[config.mk]
export PLATFORM = sky130hd
export DESIGN_NAME = psum_quant_pack
export DESIGN_NICKNAME = d
export VERILOG_FILES = /design/src/rtl/psum_quant_pack.sv
export SDC_FILE = /design/constraint.sdc
export NUM_CORES = 1
export LEC_CHECK = 0
export BUFFER_PORTS_ARGS = -buffer_cell sky130_fd_sc_hd__buf_4
export CAP_MARGIN = 40
export CORE_MARGIN = 3
export CORE_UTILIZATION = 56
export DETAILED_ROUTE_END_ITERATION = 16
export PLACE_DENSITY = 0.82
export SYNTH_ARGS = -nofsm -noshare
export SYNTH_HDL_FRONTEND = slang
export SYNTH_SLANG_ARGS = --single-unit
[constraint.sdc]
create_clock -name clk -period 4.7 [get_ports clk]
set_input_delay 0.94 -clock clk [delete_from_list [all_inputs] [get_ports clk]]
set_output_delay 0.94 -clock clk [all_outputs]
set_load 0.02 [all_outputs]
[src/rtl/psum_quant_pack.sv]
// Output stage after the partial-sum buffer: bias, optional ReLU, round/shift,
// saturate to OUT_W, pack PACK results per word and buffer words in a FWFT FIFO.
module psum_quant_pack #(
  parameter int DATA_W     = 25,
  parameter int OUT_W      = 8,
  parameter int PACK       = 4,
  parameter int FIFO_DEPTH = 16,
  parameter int SHIFT_W    = 5
) (
  input  logic                  clk,
  input  logic                  rst_n,
  input  logic [DATA_W-1:0]     cfg_bias,
  input  logic [SHIFT_W-1:0]    cfg_shift,
  input  logic                  cfg_relu,
  input  logic                  clr_status,
  input  logic                  in_valid,
  input  logic [DATA_W-1:0]     in_data,
  input  logic                  in_last,
  output logic                  out_valid,
  input  logic                  out_ready,
  output logic [PACK*OUT_W-1:0] out_data,
  output logic [PACK-1:0]       out_keep,
  output logic                  out_last,
  output logic                  overflow,
  output logic [15:0]           sat_cnt
);

  localparam int SUM_W  = DATA_W + 1;
  localparam int RND_W  = DATA_W + 2;
  localparam int WORD_W = PACK * OUT_W;
  localparam int ENT_W  = WORD_W + PACK + 1;
  localparam int AW     = $clog2(FIFO_DEPTH);
  localparam int LANE_W = (PACK > 1) ? $clog2(PACK) : 1;

  localparam logic signed [RND_W-1:0] Q_MAX = RND_W'(2**(OUT_W-1) - 1);
  localparam logic signed [RND_W-1:0] Q_MIN = RND_W'(-(2**(OUT_W-1)));

  // Stage 1: bias add
  logic                    s1_valid_q, s1_last_q;
  logic signed [SUM_W-1:0] s1_sum_q, s1_sum_d;

  assign s1_sum_d = SUM_W'($signed(in_data)) + SUM_W'($signed(cfg_bias));

  // Stage 2: round half up, shift, ReLU, saturate
  logic signed [RND_W-1:0] rnd_add, rnd_sum, shifted, relu_val;
  logic [OUT_W-1:0]        q_d;
  logic                    sat_hit;
  logic                    s2_valid_q, s2_last_q;
  logic [OUT_W-1:0]        s2_res_q;

  always_comb begin
    rnd_add = '0;
    if (cfg_shift != '0) rnd_add = RND_W'(1) << (cfg_shift - SHIFT_W'(1));
    rnd_sum  = RND_W'(s1_sum_q) + rnd_add;
    shifted  = rnd_sum >>> cfg_shift;
    relu_val = (cfg_relu && shifted[RND_W-1]) ? '0 : shifted;
    sat_hit  = 1'b0;
    q_d      = relu_val[OUT_W-1:0];
    if (relu_val > Q_MAX) begin
      q_d     = Q_MAX[OUT_W-1:0];
      sat_hit = s1_valid_q;
    end else if (relu_val < Q_MIN) begin
      q_d     = Q_MIN[OUT_W-1:0];
      sat_hit = s1_valid_q;
    end
  end

  logic [15:0] sat_cnt_q, sat_cnt_d;

  // A saturation in the same cycle as clr_status survives the clear.
  always_comb begin
    sat_cnt_d = sat_cnt_q;
    if (clr_status) sat_cnt_d = '0;
    if (sat_hit && (sat_cnt_d != '1)) sat_cnt_d = sat_cnt_d + 16'd1;
  end

  // Packer
  logic [LANE_W-1:0] lane_q, lane_d;
  logic [WORD_W-1:0] word_q, word_d, word_ins;
  logic [PACK-1:0]   keep_q, keep_d, keep_ins;
  logic              do_push;
  logic              push_q, push_last_q;
  logic [WORD_W-1:0] push_data_q;
  logic [PACK-1:0]   push_keep_q;

  always_comb begin
    word_ins = word_q;
    keep_ins = keep_q;
    word_ins[lane_q*OUT_W +: OUT_W] = s2_res_q;
    keep_ins[lane_q] = 1'b1;
    do_push = s2_valid_q && ((lane_q == LANE_W'(PACK-1)) || s2_last_q);
    lane_d  = lane_q;
    word_d  = word_q;
    keep_d  = keep_q;
    if (s2_valid_q) begin
      if (do_push) begin
        lane_d = '0;
        word_d = '0;
        keep_d = '0;
      end else begin
        lane_d = lane_q + LANE_W'(1);
        word_d = word_ins;
        keep_d = keep_ins;
      end
    end
  end

  // Output FIFO
  logic [ENT_W-1:0] mem_q [FIFO_DEPTH];
  logic [AW-1:0]    wr_ptr_q, rd_ptr_q;
  logic [AW:0]      cnt_q, cnt_d;
  logic             full, empty, pop, wr_en, drop;
  logic             overflow_q;

  assign full  = (cnt_q == (AW+1)'(FIFO_DEPTH));
  assign empty = (cnt_q == '0);
  assign pop   = !empty && out_ready;
  assign wr_en = push_q && (!full || pop);
  assign drop  = push_q && full && !pop;

  always_comb begin
    cnt_d = cnt_q;
    if (wr_en && !pop)      cnt_d = cnt_q + (AW+1)'(1);
    else if (!wr_en && pop) cnt_d = cnt_q - (AW+1)'(1);
  end

  always_ff @(posedge clk or negedge rst_n) begin
    if (!rst_n) begin
      s1_valid_q  <= 1'b0;
      s1_last_q   <= 1'b0;
      s1_sum_q    <= '0;
      s2_valid_q  <= 1'b0;
      s2_last_q   <= 1'b0;
      s2_res_q    <= '0;
      sat_cnt_q   <= '0;
      lane_q      <= '0;
      word_q      <= '0;
      keep_q      <= '0;
      push_q      <= 1'b0;
      push_last_q <= 1'b0;
      push_data_q <= '0;
      push_keep_q <= '0;
      wr_ptr_q    <= '0;
      rd_ptr_q    <= '0;
      cnt_q       <= '0;
      overflow_q  <= 1'b0;
    end else begin
      s1_valid_q <= in_valid;
      s1_last_q  <= in_valid && in_last;
      if (in_valid) s1_sum_q <= s1_sum_d;
      s2_valid_q <= s1_valid_q;
      s2_last_q  <= s1_valid_q && s1_last_q;
      if (s1_valid_q) s2_res_q <= q_d;
      sat_cnt_q <= sat_cnt_d;
      lane_q    <= lane_d;
      word_q    <= word_d;
      keep_q    <= keep_d;
      push_q    <= do_push;
      if (do_push) begin
        push_data_q <= word_ins;
        push_keep_q <= keep_ins;
        push_last_q <= s2_last_q;
      end
      if (wr_en) wr_ptr_q <= wr_ptr_q + AW'(1);
      if (pop)   rd_ptr_q <= rd_ptr_q + AW'(1);
      cnt_q <= cnt_d;
      if (drop)            overflow_q <= 1'b1;
      else if (clr_status) overflow_q <= 1'b0;
    end
  end

  always_ff @(posedge clk) begin
    if (wr_en) mem_q[wr_ptr_q] <= {push_last_q, push_keep_q, push_data_q};
  end

  assign out_valid = !empty;
  assign {out_last, out_keep, out_data} = out_valid ? mem_q[rd_ptr_q] : '0;
  assign overflow  = overflow_q;
  assign sat_cnt   = sat_cnt_q;

endmodule

==> metrics.txt <==
CTS H-tree depth 3; Req. time, crit path 5.22 ns; multi-input logic area 12410 um2; critical path buffer and inverter count 7; Crit Reg-Reg Endpoint sat_cnt[14]; Synth Flop Type edfxtp_1; Switching Fraction 0.3225; register area 21390 um2; type of origin of the critical path input port; CTS Buffer Depth 3; cell taking the most area after synthesis edfxtp_1; Fill cells 3857; DR iter-0 viols 2399; CP delay by family, top simple AND/OR/NAND/NOR gates; io pins 117; RSZ-0062 raised after global routing true; layout cells sized above 1 0.3223; crit path DAT 6.38 ns; reg2reg path depth 19; count of final max-slew check failures 0; initial antenna violation count 0; failing checks setup timing; worst-margin pin slew 0.9317 ns; clk_lat worst skew 0.63 ns; site row count 89; Tcrit/Tclk final 1.246; top-count cell post-synth edfxtp_1; Remaining DRCs 0; Setup TNS Final -25.18 ns; Post-CTS Hold Buffers 0; Reg clk slew, reported paths 0.07 ns; dpl ws -2.037 ns; Area Overhead vs Synth 18.90%; Comb power frac 0.313; Leakage 0.01508 uW; CTS Sinks 736; P per Cell Area 549.9 nW/um2; sequential share of power 0.428; Post-synth EDFFs 592; GRT overflow 0; Avg Cell Area, Syn 15.33 um2; # setup viols final 23; YS warnings 0; Setup CP Type input port to register; via count 22210; largest net degree at the start of global routing 89; Synth Instances 2218; reg2reg start s1_sum_q[0]; P_sw 7168 uW; Nets 2702; Die Width 252.4 um; Core Area 59580 um2; Starting Density 0.5707; worst-path maximum fanout 6; Clock power frac 0.260; CTS buffer count 73; Worst Skew 0.03633 ns; library cells used by synthesis 85; Slew headroom 0.3789; first-pass GRT wire length 142100 um; GRT Total Usage 0.2993; area fraction of the dominant cell type after synthesis 0.5229; hold slack final 0.3867 ns; worst reg2reg setup slack -0.41 ns; CP Depth 25; commonest cells in the netlist 592 x edfxtp_1, 193 x mux4_2, 160 x nor2_1, 144 x dfrtp_1, 106 x nand2_1; total internal power 15060 uW; routed wire length 94050 um; via count of the first global-routing pass 23030; crit end category register; Die Span Y 252.4 um; setup ws final -1.158 ns; mapped cell area 34000 um2; maximum clock rate 0.1707 GHz; max cap viols 0; hpwl dp 56300 um; FFs w/ async S/R, synth 0.1957; cell area after layout 40430 um2; CP peak stage delay 0.54 ns; placed cell area 37590 um2; Routed Antenna Nets 0; gpl congestion 0.9525; Hold Path Class input port to asynchronous set/reset pin; most frequent cell on the critical path buf_4; via/cell ratio 6.541; Initial DRT Pass Iterations 6; Layout Utilization 0.6786; TritonCTS clock tree built; register area share after synthesis 0.6289; root buffer cell clkbuf_16; drt wl/cell 27.69 um; maximum vdd ir drop 0.0004059 V; Synth Net Count 2354; Synth Register Bits 736; port bufs 116; highest-delay cell along the critical path or4_4; synth top area cells edfxtp_1 52%, mux4_2 13%, dfrtp_1 11%; Hold Vio Cnt, Final 0; status finished, violations left; fin crit period 5.858 ns; DIE AREA 63710 um2
==> cell type report <==
class,count,share of cell area
Inverter,47,0.004673
Clock inverter,36,0.01003
Clock buffer,95,0.04773
Sequential cell,736,0.5291
Tap cell,773,0.02392
Timing Repair Buffer,400,0.07741
Antenna cell,1,0.00006190
Multi-Input combinational cell,1308,0.3071
==> power by group through the flow <==
| stage | clock [uW] | sequential, uW | combinational (uW) |
|---|---|---|---|
| detailed placement | 0 | 9570 | 6750 |
| CTS | 5830 | 9470 | 6960 |
| floorplan | 0 | 8980 | 4670 |
| finish | 5770 | 9510 | 6950 |
| global route | 6070 | 9610 | 7430 |
| global placement | 0 | 9430 | 6580 |
==> state kept, by name, summed over array words and instances, names as in the netlist, 4 cells and up <==
signal / count
s1_sum_q: 26
rd_ptr_q: 4
push_data_q: 32
keep_q: 4
mem_q: 592
s2_res_q: 8
sat_cnt: 16
cnt_q: 5
push_keep_q: 4
word_q: 32
wr_ptr_q: 4
==> per-layer routing <==
metal | global-route usage | up-vias | wire length (um)
met5 | 0 | - | 0
met4 | 0.1243 | 0 | 4365
met3 | 0.04713 | 305 | 7240
met2 | 0.5331 | 1229 | 49590
met1 | 0.3664 | 11200 | 32850
li1 | - | 9484 | -
==> cell usage in the layout, fill, tap and decap left out, types with 42 or more instances in the layout <==
master / count
nor2_1: 156
nand2_1: 103
mux4_2: 193
dfrtp_1: 140
a21oi_1: 57
ha_1: 69
and2_1: 50
clkbuf_16: 73
edfxtp_1: 592
o21ai_0: 42
buf_4: 379
==> cell families after synthesis <==
group | Yosys count | synth area share
AOI/OAI and AO/OA | 372 | 0.07956
xor gates and xnor gates | 51 | 0.01314
adders and majority gates | 74 | 0.02790
buffers and inverters | 175 | 0.02039
DFF | 736 | 0.6289
muxes | 266 | 0.1508
and+or+nand+nor | 544 | 0.07934
==> metrics by stage <==
| step | total power [uW] | std cells |
|---|---|---|
| 5_1_grt | 23110 | 3395 |
| 3_5_place_dp | 16320 | 3251 |
| 6_report | 22230 | 3396 |
| 3_3_place_gp | 16010 | 3247 |
| 4_1_cts | 22260 | 3390 |
| 2_1_floorplan | 13660 | 2218 |
==> worst max path at each step <==
stage / from / endpoint / slack [ns]
after floorplan: cfg_shift[2] / sat_cnt[7] / -1.81
after global placement: cfg_shift[0] / sat_cnt[7] / -1.96
after detailed placement: cfg_shift[0] / sat_cnt[7] / -2.04
after CTS: cfg_shift[0] / sat_cnt[7] / -1.06
after global routing: cfg_shift[0] / s2_res_q[1] / -1.28
final: cfg_shift[0] / sat_cnt[14] / -1.16
==> repair_timing <==
item                       CTS  global route
pin swaps                   20            25
setup endpoints to repair   23            23
buffers inserted             7             3
hold endpoints to repair     0             0
cloned                       1             0
gates resized for setup     42            43
Note: power is estimated with default switching activity, not from simulation.
